[config.mk]
export PLATFORM = sky130hd
export DESIGN_NAME = text_banner
export DESIGN_NICKNAME = d
export VERILOG_FILES = /design/src/rtl/text_banner.sv
export SDC_FILE = /design/constraint.sdc
export NUM_CORES = 1
export LEC_CHECK = 0
export CORE_AREA = 5 5 128 130
export CTS_CLUSTER_DIAMETER = 50
export DETAILED_ROUTE_END_ITERATION = 7
export DIE_AREA = 0 0 133 135
export PLACE_DENSITY = 0.69
export SETUP_SLACK_MARGIN = 0.1
export SYNTH_ARGS = -nofsm -noshare
export SYNTH_HDL_FRONTEND = slang
export SYNTH_SLANG_ARGS = --single-unit
[constraint.sdc]
create_clock -name clk -period 9.4 [get_ports clk]
set_clock_uncertainty 0.2 [all_clocks]
set_input_delay 1.88 -clock clk [delete_from_list [all_inputs] [get_ports clk]]
set_output_delay 1.88 -clock clk [all_outputs]
set_load 0.01 [all_outputs]
[src/rtl/text_banner.sv]
// ---------------------------------------------------------------------------
// text_banner
//   On-screen text overlay for the VGA pixel path. Draws a runtime-writable
//   string of 7x7 glyphs inside a box whose top-left corner is (POS_X, POS_Y).
//   Glyphs can be magnified by 2**SCALE_LOG2. The display mode can be static,
//   blink, typewriter reveal, or typewriter reveal followed by blink.
//   The pixel output has a fixed latency of two clocks and accepts one pixel
//   per clock.
//
// Ports
//   clk, rst_n       pixel clock, asynchronous active-low reset
//   col, row         current scan position (10 bits each)
//   frame_tick       one-cycle pulse at the start of each frame
//   wr_en/wr_addr/   write one character code into the character buffer
//   wr_data            (0 = space, 1..26 = A..Z, 27..31 = blank)
//   start/len/mode   latch the string length and mode; restart reveal and blink
//   is_text          lit text pixel for the (col,row) seen two clocks earlier
//   text_rgb         COLOR when is_text is high, otherwise 12'h000
//   reveal_done      high while the revealed-character count equals the length
//
// There is no handshake: every input is sampled on every clock edge, and each
// output is valid on every cycle.
// ---------------------------------------------------------------------------
module text_banner #(
  parameter int          POS_X        = 8,
  parameter int          POS_Y        = 8,
  parameter int          MAX_CHARS    = 16,
  parameter int          SCALE_LOG2   = 0,
  parameter logic [11:0] COLOR        = 12'hFFF,
  parameter int          BLINK_FRAMES = 30,
  parameter int          TYPE_FRAMES  = 4,
  localparam int         AW           = $clog2(MAX_CHARS)
) (
  input  logic          clk,
  input  logic          rst_n,
  input  logic [9:0]    col,
  input  logic [9:0]    row,
  input  logic          frame_tick,
  input  logic          wr_en,
  input  logic [AW-1:0] wr_addr,
  input  logic [4:0]    wr_data,
  input  logic          start,
  input  logic [5:0]    len,
  input  logic [1:0]    mode,
  output logic          is_text,
  output logic [11:0]   text_rgb,
  output logic          reveal_done
);

  localparam int TW     = (TYPE_FRAMES  > 1) ? $clog2(TYPE_FRAMES)  : 1;
  localparam int BW     = (BLINK_FRAMES > 1) ? $clog2(BLINK_FRAMES) : 1;
  localparam int CELL_H = 7 << SCALE_LOG2;

  // 7x7 font, row-major, MSB = top-left pixel. Codes 0 and 27..31 are blank.
  function automatic logic [48:0] glyph_rom(input logic [4:0] code);
    logic [48:0] g;
    case (code)
      5'd1:  g = {7'b0011100, 7'b0100010, 7'b0100010, 7'b0111110, 7'b0100010, 7'b0100010, 7'b0100010};
      5'd2:  g = {7'b0111100, 7'b0100010, 7'b0100010, 7'b0111100, 7'b0100010, 7'b0100010, 7'b0111100};
      5'd3:  g = {7'b0011110, 7'b0100000, 7'b0100000, 7'b0100000, 7'b0100000, 7'b0100000, 7'b0011110};
      5'd4:  g = {7'b0111100, 7'b0100010, 7'b0100010, 7'b0100010, 7'b0100010, 7'b0100010, 7'b0111100};
      5'd5:  g = {7'b0111110, 7'b0100000, 7'b0100000, 7'b0111100, 7'b0100000, 7'b0100000, 7'b0111110};
      5'd6:  g = {7'b0111110, 7'b0100000, 7'b0100000, 7'b0111100, 7'b0100000, 7'b0100000, 7'b0100000};
      5'd7:  g = {7'b0011110, 7'b0100000, 7'b0100000, 7'b0100110, 7'b0100010, 7'b0100010, 7'b0011110};
      5'd8:  g = {7'b0100010, 7'b0100010, 7'b0100010, 7'b0111110, 7'b0100010, 7'b0100010, 7'b0100010};
      5'd9:  g = {7'b0111110, 7'b0001000, 7'b0001000, 7'b0001000, 7'b0001000, 7'b0001000, 7'b0111110};
      5'd10: g = {7'b0001110, 7'b0000100, 7'b0000100, 7'b0000100, 7'b0000100, 7'b0100100, 7'b0011000};
      5'd11: g = {7'b0100010, 7'b0100100, 7'b0101000, 7'b0110000, 7'b0101000, 7'b0100100, 7'b0100010};
      5'd12: g = {7'b0100000, 7'b0100000, 7'b0100000, 7'b0100000, 7'b0100000, 7'b0100000, 7'b0111110};
      5'd13: g = {7'b0100010, 7'b0110110, 7'b0101010, 7'b0101010, 7'b0100010, 7'b0100010, 7'b0100010};
      5'd14: g = {7'b0100010, 7'b0110010, 7'b0101010, 7'b0100110, 7'b0100010, 7'b0100010, 7'b0100010};
      5'd15: g = {7'b0011100, 7'b0100010, 7'b0100010, 7'b0100010, 7'b0100010, 7'b0100010, 7'b0011100};
      5'd16: g = {7'b0111100, 7'b0100010, 7'b0100010, 7'b0111100, 7'b0100000, 7'b0100000, 7'b0100000};
      5'd17: g = {7'b0011100, 7'b0100010, 7'b0100010, 7'b0100010, 7'b0101010, 7'b0100100, 7'b0011010};
      5'd18: g = {7'b0111100, 7'b0100010, 7'b0100010, 7'b0111100, 7'b0101000, 7'b0100100, 7'b0100010};
      5'd19: g = {7'b0011110, 7'b0100000, 7'b0100000, 7'b0011100, 7'b0000010, 7'b0000010, 7'b0111100};
      5'd20: g = {7'b0111110, 7'b0001000, 7'b0001000, 7'b0001000, 7'b0001000, 7'b0001000, 7'b0001000};
      5'd21: g = {7'b0100010, 7'b0100010, 7'b0100010, 7'b0100010, 7'b0100010, 7'b0100010, 7'b0011100};
      5'd22: g = {7'b0100010, 7'b0100010, 7'b0100010, 7'b0100010, 7'b0100010, 7'b0010100, 7'b0001000};
      5'd23: g = {7'b0100010, 7'b0100010, 7'b0100010, 7'b0101010, 7'b0101010, 7'b0110110, 7'b0100010};
      5'd24: g = {7'b0100010, 7'b0100010, 7'b0010100, 7'b0001000, 7'b0010100, 7'b0100010, 7'b0100010};
      5'd25: g = {7'b0100010, 7'b0100010, 7'b0010100, 7'b0001000, 7'b0001000, 7'b0001000, 7'b0001000};
      5'd26: g = {7'b0111110, 7'b0000010, 7'b0000100, 7'b0001000, 7'b0010000, 7'b0100000, 7'b0111110};
      default: g = '0;
    endcase
    return g;
  endfunction

  // ---------------- control state ----------------
  logic [4:0]    char_buf [MAX_CHARS];
  logic [5:0]    len_q;
  logic [1:0]    mode_q;
  logic [5:0]    reveal_cnt;
  logic [TW-1:0] type_cnt;
  logic [BW-1:0] blink_cnt;
  logic          blink_vis;
  logic          blink_active;

  assign reveal_done = (reveal_cnt == len_q);

  // Mode 01 blinks at once; mode 11 only starts blinking after the reveal.
  assign blink_active = (mode_q == 2'b01) || ((mode_q == 2'b11) && reveal_done);

  // MAX_CHARS is a power of two, so every AW-bit address is a valid slot.
  always_ff @(posedge clk or negedge rst_n) begin
    if (!rst_n) begin
      for (int i = 0; i < MAX_CHARS; i++) char_buf[i] <= 5'd0;
    end else if (wr_en) begin
      char_buf[wr_addr] <= wr_data;
    end
  end

  // start has priority: a coincident frame_tick is dropped.
  always_ff @(posedge clk or negedge rst_n) begin
    if (!rst_n) begin
      len_q      <= '0;
      mode_q     <= 2'b00;
      reveal_cnt <= '0;
      type_cnt   <= '0;
      blink_cnt  <= '0;
      blink_vis  <= 1'b1;
    end else if (start) begin
      len_q      <= (len > 6'(MAX_CHARS)) ? 6'(MAX_CHARS) : len;
      mode_q     <= mode;
      reveal_cnt <= '0;
      type_cnt   <= '0;
      blink_cnt  <= '0;
      blink_vis  <= 1'b1;
    end else if (frame_tick) begin
      // The typewriter stops counting once every character is shown.
      if (mode_q[1] && !reveal_done) begin
        if (type_cnt == TW'(TYPE_FRAMES - 1)) begin
          type_cnt   <= '0;
          reveal_cnt <= reveal_cnt + 6'd1;
        end else begin
          type_cnt <= type_cnt + TW'(1);
        end
      end
      if (blink_active) begin
        if (blink_cnt == BW'(BLINK_FRAMES - 1)) begin
          blink_cnt <= '0;
          blink_vis <= ~blink_vis;
        end else begin
          blink_cnt <= blink_cnt + BW'(1);
        end
      end else begin
        blink_cnt <= '0;
        blink_vis <= 1'b1;
      end
    end
  end

  // ---------------- stage 1: geometry ----------------
  logic [9:0]  dx, dy;
  logic [11:0] box_w;
  logic        in_box_c;

  assign dx    = col - 10'(POS_X);
  assign dy    = row - 10'(POS_Y);
  assign box_w = {6'd0, len_q} << (3 + SCALE_LOG2);
  // Explicit >= checks stop columns/rows left of or above the box from
  // wrapping around to large dx/dy values.
  assign in_box_c = (col >= 10'(POS_X)) && (row >= 10'(POS_Y)) &&
                    ({2'b00, dx} < box_w) && (dy < 10'(CELL_H));

  logic       in_box_s1;
  logic [5:0] idx_s1;
  logic [2:0] gx_s1, gy_s1;

  always_ff @(posedge clk or negedge rst_n) begin
    if (!rst_n) begin
      in_box_s1 <= 1'b0;
      idx_s1    <= '0;
      gx_s1     <= '0;
      gy_s1     <= '0;
    end else begin
      in_box_s1 <= in_box_c;
      idx_s1    <= 6'(dx >> (3 + SCALE_LOG2));
      gx_s1     <= 3'(dx >> SCALE_LOG2);
      gy_s1     <= 3'(dy >> SCALE_LOG2);
    end
  end

  // ---------------- stage 2: glyph lookup and visibility ----------------
  logic [48:0] glyph_bits;
  logic [5:0]  bit_pos;
  logic [5:0]  reveal_lim;
  logic        lit;
  logic        vis;

  always_comb begin
    glyph_bits = glyph_rom(char_buf[idx_s1[AW-1:0]]);
    bit_pos    = ({3'b000, gy_s1} * 6'd7) + {3'b000, gx_s1};
    lit        = 1'b0;
    // Cell column 7 is the inter-character gap; gy 7 cannot occur in the box.
    if ((gx_s1 != 3'd7) && (gy_s1 != 3'd7)) lit = glyph_bits[6'd48 - bit_pos];
    reveal_lim = mode_q[1] ? reveal_cnt : len_q;
    vis        = in_box_s1 && lit && (idx_s1 < reveal_lim) &&
                 (!blink_active || blink_vis);
  end

  always_ff @(posedge clk or negedge rst_n) begin
    if (!rst_n) begin
      is_text  <= 1'b0;
      text_rgb <= 12'h000;
    end else begin
      is_text  <= vis;
      text_rgb <= vis ? COLOR : 12'h000;
    end
  end

endmodule

==> parameters.txt, run 1 <==
Parameter                              Value

Power
  Leakage power    0.00369 uW
  Power per unit of standard cell area    233 nW/um2
  Worst vdd rail ir drop    0.171 mV
  Post-route total power    2000 uW

Critical path
  Crit path top cell by count    a22oi_1
  Data required time at the worst endpoint    9.52 ns
  CP cell instances    mux4_2 > a22oi_1 > and3_1 > ha_1 > nand4b_1 > a31oi_1 > a311oi_1 > a211oi_1 > a22oi_1 > o22a_1 > o32ai_2
  Worst stage delay on the critical path    0.93 ns
  Buffer and inverter count on the worst path    0
  Category of the worst setup path launch point    register
  FF-to-FF path depth    11
  Startpoint of the most critical register-to-register path    idx_s1[0]$_DFF_PN0_
  Arrival time at the worst endpoint    4.70 ns
  CP Capture Type    register
  Cell family with most CP delay    compound AO/OA/AOI/OAI gates
  Cell with the biggest individual delay on the critical path    dfrtp_1
  Reg-to-reg setup timing slack    4.82 ns
  Type of the setup path with the least slack    register to register
  First element of the critical path    idx_s1[0]$_DFF_PN0_
  Capture instance of the worst register-to-register path    text_rgb[10]$_DFF_PN0_
  Max Fanout on Critical Path    18

Synthesis
  Number of synthesized register bits    116
  Proportion of synthesized chip area in sequential cells    0.391
  Syn Std Cell Area    7440 um2
  Main synth FF type    dfrtp_1
  Net count after synthesis    779
  Dominant cells by area after synthesis    dfrtp_1, mux2_2, ha_1, mux4_2, mux2i_1
  Yosys Warn Count    0
  Cells after Synth    697
  Post-synth top cells    dfrtp_1, mux2_2, nand2_1
  Dominant cell by count in the synthesized netlist    dfrtp_1
  Ys async rst share    1.00
  EDFF count, synth    0
  Avg Inst Size Synth    10.7 um2
  Count of unique library cells instantiated by Yosys    69
  Cell type with the highest aggregate area in the netlist    dfrtp_1
  Area share of the largest cell type after synthesis    0.387

Finish
  Area growth from synthesis to layout    15.6%
  Post-route insts no fill    925
  Final Util    0.572
  Diode count    0
  Fraction of layout instances using a drive strength above 1    0.206
  # nets final    806

Routing
  Residual DRC    0
  Post-detailed-route via-to-cell ratio    6.26
  Met2 wire length    9480 um
  Detailed Route Iter0 Violations    610
  Aggregate routed wire length    19,100 um
  Via total after detailed routing    5,786
  WL per Instance    20.7 um
  Total iterations of the first detailed-routing run    5
  Total routed wire length on the met1 layer    8000 um
  Number of routed nets with antenna violations    0
  Met3 wire length    987 um
  Top layer in use    met4

CTS
  Clock tree from TritonCTS    yes
  CTS Buf Count    17
  Worst-Skew Late Latency    0.41 ns
  Clock-pin slew on the worst setup and hold paths    0.06 ns
  Number of gates resized after cts    0
  Number of buffers inserted to repair setup after CTS    0
  Largest buffer count on any clock path    2
  Clock sink count    116
  Count of hold buffers inserted by post-cts repair    0
  Root Driver    clkbuf_16
  H-tree levels    4

Timing
  Setup repair after global routing missed its margin    false
  Final Setup Violations    0
  Fmax    218 MHz
  Share of the clock period used by the worst path after layout    0.487
  Min Clock Period, post-route    4.58 ns
  Final slew viol count    0
  Worst-case headroom to the max-slew limit    0.236
  Aggregate negative setup slack    0 ns
  Slew @ Worst Pin    1.14 ns
  Final hold violation count    0

Global route
  Vias in the first global route    6,048
  Pin count of the biggest net entering global routing    64
  First-pass GRT wire length    31,800 um
  All-Layer GR Usage    0.221
  Remaining global-route overflow    0
  Number of antenna violations at the first check in global routing    0

Floorplanning
  IO Pins    56
  Number of rows created at floorplan    45
  Die footprint    18,000 um2
  Horizontal die dimension    133 um
  Die extent in y    135 um
  Initial core utilization    0.495
  Core Area    15,000 um2

Worst hold path
  Worst Hold Launch    blink_cnt[4]$_DFFE_PN0P_
  Hold EP    blink_cnt[4]$_DFFE_PN0P_
  Worst hold path type    register to register
  Depth of the worst hold-timing path    1

Place
  Dpl hpwl    13,400 um
  Final Wtd Congestion    0.977
  Cell Count Post-Placement    893
  Input/output buffers    55

Run
  Reported max-cap violation count    0

Run status
  Outcome    completed
-- layout make-up --
| class | instances | area (um2) |
|---|---|---|
| fill | 1236 | 6430 |
| multi-input combinational | 495 | 4110 |
| clock buffer | 19 | 453 |
| tap | 188 | 235 |
| clock inverter | 13 | 180 |
| sequential | 116 | 2900 |
| inverter | 34 | 128 |
| timing repair buffer | 60 | 586 |
-- logic make-up after synthesis --
logic type,synth area share
buf+inv,0.0562
compound gates,0.127
simple gates,0.114
xor+xnor,0.0236
fa+ha+maj,0.0703
flops,0.391
mux,0.218
-- sequential cells by signal, indices dropped and copies added (netlist names) --
register / cells
blink_cnt: 5
blink_vis: 1
char_buf: 80
gx_s1: 3
gy_s1: 3
idx_s1: 6
in_box_s1: 1
len_q: 6
mode_q: 2
reveal_cnt: 6
text_rgb: 1
type_cnt: 2
-- metal layers --
metal	vias up	global-route usage
met4	0	0.0918
met1	2881	0.282
met2	251	0.371
met3	56	0.0391
li1	2598	-
met5	-	0
-- power breakdown --
| group | total (uW) | internal, uW | leakage (uW) | switching, uW |
|---|---|---|---|---|
| Combinational | 679 | 284 | 0.00194 | 395 |
| Clock | 687 | 456 | 0.000305 | 231 |
| Sequential | 636 | 587 | 0.00144 | 49.4 |
-- worst reg2reg max path, cell delays in order, from the launching register on --
cell and delay (ns):
dfrtp_1 0.93, mux4_2 0.61, a22oi_1 0.18, and3_1 0.48, ha_1 0.52, nand4b_1 0.27
a31oi_1 0.36, a311oi_1 0.09, a211oi_1 0.26, a22oi_1 0.11, o22a_1 0.24, o32ai_2 0.24
-- layout by cell type (no fill, tap or decap), types with 8 or more instances in the layout --
| cell | n |
|---|---|
| a31oi_1 | 11 |
| nand3_1 | 25 |
| inv_1 | 32 |
| dfrtp_1 | 115 |
| mux2_2 | 86 |
| mux2i_1 | 27 |
| o21ai_0 | 31 |
| nor2_1 | 43 |
| clkbuf_16 | 17 |
| xor2_1 | 13 |
| nand2_1 | 44 |
| nand2b_1 | 8 |
| a21oi_1 | 20 |
| clkdlybuf4s50_1 | 54 |
| mux4_2 | 17 |
| ha_1 | 37 |
-- metrics by stage --
step	instance area [um2]	hold WS, ns	worst slack (ns)
2_1_floorplan	7440	0.245	5.81
4_1_cts	8600	0.288	4.86
3_3_place_gp	7970	0.269	4.97
6_report	8600	0.281	4.82
3_5_place_dp	7970	0.277	4.87
5_1_grt	8600	0.315	4.46
-- how the worst max path moves through the flow --
| stage | end | slack (ns) | cells past startpoint |
|---|---|---|---|
| after detailed placement | text_rgb[10]$_DFF_PN0_ | 4.87 | 10 |
| after global placement | text_rgb[10]$_DFF_PN0_ | 4.97 | 10 |
| after floorplan | text_rgb[10]$_DFF_PN0_ | 5.81 | 13 |
| after global routing | text_rgb[10]$_DFF_PN0_ | 4.46 | 11 |
| after CTS | text_rgb[10]$_DFF_PN0_ | 4.86 | 10 |
| final | text_rgb[10]$_DFF_PN0_ | 4.82 | 11 |
Power figures use the tool's default switching activity.
==> run 2, diff against run 1 <==
- PLACE_DENSITY: 0.69 -> 0.72
- clock period: 9.4 -> 3.88 ns (I/O delays scaled with it)
==> parameters.txt, run 2 (synthesis results as in run 1) <==
Parameter                              Value

Run status
  Outcome    completed

Timing
  Setup repair after global routing missed its margin    false
  Final slew viol count    0
  Share of the clock period used by the worst path after layout    0.947
  Slew @ Worst Pin    0.852 ns
  Fmax    272 MHz
  Aggregate negative setup slack    0 ns
  Final hold violation count    0
  Final Setup Violations    0
  Worst-case headroom to the max-slew limit    0.432
  Min Clock Period, post-route    3.67 ns

Power
  Relative contribution of sequential cells to total power    0.307
  Share of total power consumed by net switching    0.329
  Leakage power    0.00389 uW
  Post-route total power    5050 uW
  Combinational share of power    0.349
  Power Internal    3390 uW
  Worst vdd rail ir drop    0.489 mV
  Power per unit of standard cell area    563 nW/um2
  Psw    1660 uW
  Clock network fraction of design power    0.344

CTS
  Root Driver    clkbuf_16
  CTS Buf Count    17
  Count of hold buffers inserted by post-cts repair    0
  Largest buffer count on any clock path    2
  Clock tree from TritonCTS    yes
  Clock-pin slew on the worst setup and hold paths    0.06 ns
  H-tree levels    4
  Worst-Skew Late Latency    0.42 ns
  Clock sink count    116

Routing
  Aggregate routed wire length    19,600 um
  Post-detailed-route via-to-cell ratio    6.09
  Number of routed nets with antenna violations    0
  Total iterations of the first detailed-routing run    5
  WL per Instance    20.4 um
  Residual DRC    0
  Via total after detailed routing    5,848
  Detailed Route Iter0 Violations    524

Finish
  Number of flip-flops in the largest register    80
  Fin area    8970 um2
  Area growth from synthesis to layout    20.6%
  Area of the multi-input gates    4150 um2
  Most common library cell in the layout ignoring fill and taps    dfrtp_1
  Register with the most flip-flops    char_buf
  Combined flip-flop and latch cell area    2910 um2
  # nets final    842
  Most used cells in the layout excluding fill and tap cells    dfrtp_1, mux2_2, clkdlybuf4s50_1
  Final Util    0.597
  Fill cells    1,197
  Fraction of layout instances using a drive strength above 1    0.252
  Diode count    0

Place
  Final Wtd Congestion    1.04
  Standard cell area after detailed placement    8230 um2
  Input/output buffers    55
  Dpl hpwl    13,800 um

Critical path
  Max Fanout on Critical Path    9
  Data required time at the worst endpoint    4.00 ns
  CP Capture Type    register
  First element of the critical path    gy_s1[0]$_DFF_PN0_
  Type of the setup path with the least slack    register to register
  Arrival time at the worst endpoint    3.80 ns
  Startpoint of the most critical register-to-register path    gy_s1[0]$_DFF_PN0_
  CP cell instances    ha_1 > inv_1 > fa_1 > fa_1 > ha_1 > fa_2 > o21ai_0 > nor2_1 > a311oi_1 > o22a_1 > o32ai_2
  Worst stage delay on the critical path    0.64 ns
  Category of the worst setup path launch point    register
  Cell with the biggest individual delay on the critical path    fa_2

Global route
  Vias in the first global route    6,089
  First-pass GRT wire length    31,800 um
  Number of antenna violations at the first check in global routing    0
  All-Layer GR Usage    0.222
  Pin count of the biggest net entering global routing    68
  Remaining global-route overflow    0

Floorplanning
  Core Area    15,000 um2
  Die footprint    18,000 um2
  Number of rows created at floorplan    45
  IO Pins    56
  Horizontal die dimension    133 um
  Die extent in y    135 um
  Initial core utilization    0.495

Run
  Reported max-cap violation count    0

Worst hold path
  Worst hold path type    input pin to async pin
[run 2: cell count changes in the layout (fill, tap and decap cells not counted), sizes merged]
cell,previous run,this run
buf,6,41
inv,34,37
clkinv,6,4
bufinv,4,5
clkinvlp,3,2
[run 2: what timing repair did]
item                       4_1_cts  5_1_grt
setup endpoints to repair        1        1
setup buffers                    0        6
gates resized for setup          2        7
[run 2: area by class of cell]
type                    count  share of cell area
well taps                 188              0.0262
repair buffers             96              0.0996
inverters                  34              0.0142
clock inverters            14              0.0248
clock buffers              18              0.0490
flip-flops and latches    116               0.324
multi-input cells         495               0.462
[run 2: worst paths after layout]
check / to / slack, ns / depth (start not counted)
setup / recovery: text_rgb[10]$_DFF_PN0_ / 0.21 / 11
hold / removal: char_buf[9]$_DFFE_PN0P_ / 0.27 / 1
setup reg to reg: text_rgb[10]$_DFF_PN0_ / 0.21 / 11
hold reg to reg: char_buf[25]$_DFFE_PN0P_ / 0.30 / 1
max in group asynchronous: blink_vis$_DFFE_PN1P_ / 2.39 / 2
min in group clk: char_buf[25]$_DFFE_PN0P_ / 0.30 / 1
[run 2: critical path, delay by kind of cell (launching register included)]
| kind | cells | cell delay, ns |
|---|---|---|
| compound gates | 4 | 0.65 |
| fa+ha+maj | 5 | 2.13 |
| buf+inv | 1 | 0.05 |
| flops | 1 | 0.41 |
| simple gates | 1 | 0.14 |
[run 2: per-layer routing]
metal  GRT usage  routed length [um]  share of wire  vias to the layer above
met5           0                   0              0                        -
met4      0.0982                 743          0.038                        0
met3      0.0320                 781          0.040                       55
met2       0.391               10100           0.52                      209
met1       0.270                7990           0.41                     2911
li1            -                   -              -                     2673
[run 2: power groups by stage]
| stage | combinational [uW] | sequential [uW] | clock [uW] |
|---|---|---|---|
| after detailed placement | 1690 | 1560 | 0 |
| after CTS | 1710 | 1550 | 1760 |
| after global placement | 1700 | 1550 | 0 |
| after floorplan | 1210 | 1510 | 0 |
| final | 1770 | 1550 | 1740 |
| after global routing | 1910 | 1570 | 1820 |
[run 2: through the flow]
stage / hold WS [ns] / setup WS (ns) / cells
5_1_grt: 0.316 / 0.0726 / 961
3_3_place_gp: 0.269 / 0.0835 / 923
4_1_cts: 0.301 / 0.177 / 955
3_5_place_dp: 0.281 / 0.0527 / 923
6_report: 0.271 / 0.206 / 961
2_1_floorplan: 0.245 / 0.288 / 697
==> run 3, diff against run 2 <==
- CELL_PAD_IN_SITES_DETAIL_PLACEMENT: default -> 0
- CELL_PAD_IN_SITES_GLOBAL_PLACEMENT: default -> 1
- CORE_AREA: 5 5 128 130 -> 5 5 138 140
- DIE_AREA: 0 0 133 135 -> 0 0 143 145
- PLACE_DENSITY: 0.72 -> default
- PLACE_DENSITY_LB_ADDON: default -> 0.1
- SKIP_LAST_GASP: default -> 1
==> parameters.txt, run 3 (synthesis results as in run 1) <==
Parameter                              Value

Critical path
  Worst stage delay on the critical path    0.51 ns
  Data required time at the worst endpoint    4.01 ns
  Category of the worst setup path launch point    register
  Cell with the biggest individual delay on the critical path    mux4_2
  Buffer and inverter count on the worst path    1
  CP cell instances    buf_12 > mux4_2 > a22oi_1 > and3_1 > ha_2 > xnor2_1 > mux2_2 > a221o_1 > o311a_1 > o311a_1 > o32ai_2
  Cell family with most CP delay    compound AO/OA/AOI/OAI gates
  Arrival time at the worst endpoint    3.79 ns
  Crit path top cell by count    o311a_1
  Type of the setup path with the least slack    register to register
  Max Fanout on Critical Path    18
  CP Capture Type    register

Routing
  Detailed Route Iter0 Violations    390
  Total iterations of the first detailed-routing run    6
  Residual DRC    0
  Aggregate routed wire length    19,600 um
  WL per Instance    19.5 um
  Via total after detailed routing    5,779
  Number of routed nets with antenna violations    0
  Post-detailed-route via-to-cell ratio    5.77

Finish
  Diode count    0
  Post-route insts no fill    1,002
  # nets final    842
  Fin area    8980 um2
  Most common library cell in the layout ignoring fill and taps    dfrtp_1
  Number of flip-flops in the largest register    80
  Register with the most flip-flops    char_buf
  Fraction of layout instances using a drive strength above 1    0.254
  Most used cells in the layout excluding fill and tap cells    dfrtp_1, mux2_2, clkdlybuf4s50_1
  Area growth from synthesis to layout    20.7%

Global route
  Vias in the first global route    5,961
  All-Layer GR Usage    0.193
  Number of antenna violations at the first check in global routing    0
  Pin count of the biggest net entering global routing    69
  Remaining global-route overflow    0
  First-pass GRT wire length    31,500 um

CTS
  Largest buffer count on any clock path    2
  Worst-Skew Late Latency    0.42 ns
  CTS Buf Count    17
  Clock sink count    116
  Clock-pin slew on the worst setup and hold paths    0.07 ns
  H-tree levels    4
  Clock tree from TritonCTS    yes
  Root Driver    clkbuf_16

Run
  Reported max-cap violation count    0

Run status
  Outcome    completed

Worst hold path
  Worst hold path type    input pin to async pin

Timing
  WHS    0.162 ns
  Worst-case headroom to the max-slew limit    0.549
  Share of the clock period used by the worst path after layout    0.943
  Final worst-path setup slack    0.221 ns
  Aggregate negative setup slack    0 ns
  Final hold violation count    0
  Setup repair after global routing missed its margin    false
  Fmax    273 MHz
  Final Setup Violations    0
  Min Clock Period, post-route    3.66 ns
  Slew @ Worst Pin    0.676 ns
  Final slew viol count    0

Floorplanning
  Die footprint    20,700 um2
  Initial core utilization    0.420
  Core Area    17,700 um2
  Horizontal die dimension    143 um
  Die extent in y    145 um
  IO Pins    56
  Number of rows created at floorplan    49

Place
  Standard cell area after detailed placement    8330 um2
  Final Wtd Congestion    0.960
  Setup slack after placement    0.160 ns
  Input/output buffers    55
  Dpl hpwl    14,600 um
  Cell Count Post-Placement    969

Power
  Power per unit of standard cell area    551 nW/um2
  Worst vdd rail ir drop    0.353 mV
  Leakage power    0.00387 uW
[run 3: repair_timing]
| item | 4_1_cts | 5_1_grt |
|---|---|---|
| setup buffers | 0 | 1 |
| resized for setup | 0 | 10 |
| endpoints found under the setup margin | 0 | 1 |
| hold buffers | 0 | 0 |
[run 3: cell type report]
cell class	count	area [um2]
inverter	34	128
tap	229	287
fill	1569	8740
multi-input combinational	495	4150
clock buffer	17	425
clock inverter	15	173
timing repair buffer	96	910
sequential	116	2900
[run 3: path summary, 6_finish.rpt]
| check | from | to | slack, ns | depth (start not counted) |
|---|---|---|---|---|
| min | rst_n | text_rgb[10]$_DFF_PN0_ | 0.16 | 1 |
| max in group asynchronous | rst_n | char_buf[51]$_DFFE_PN0P_ | 2.47 | 2 |
| max reg2reg | idx_s1[0]$_DFF_PN0_ | text_rgb[10]$_DFF_PN0_ | 0.22 | 11 |
| min in group clk | blink_cnt[4]$_DFFE_PN0P_ | blink_cnt[4]$_DFFE_PN0P_ | 0.28 | 1 |
| max | idx_s1[0]$_DFF_PN0_ | text_rgb[10]$_DFF_PN0_ | 0.22 | 11 |
| min reg2reg | blink_cnt[4]$_DFFE_PN0P_ | blink_cnt[4]$_DFFE_PN0P_ | 0.28 | 1 |
[run 3: through the flow]
step	utilization	power, uW
after global routing	0.507	5190
after floorplan	-	2720
after detailed placement	0.470	3300
final	0.507	4950
after CTS	0.504	4910
after global placement	0.470	3330
[run 3: power breakdown]
part,leakage (uW),internal [uW],switching [uW]
sequential,0.00144,1420,118
clock,0.000294,965,632
combinational,0.00214,837,976
total,0.00387,3220,1730
[run 3: routing by layer]
metal | part of all wire | GRT usage
met1 | 0.42 | 0.243
met2 | 0.51 | 0.328
met3 | 0.046 | 0.0319
met4 | 0.026 | 0.0756
met5 | 0 | 0
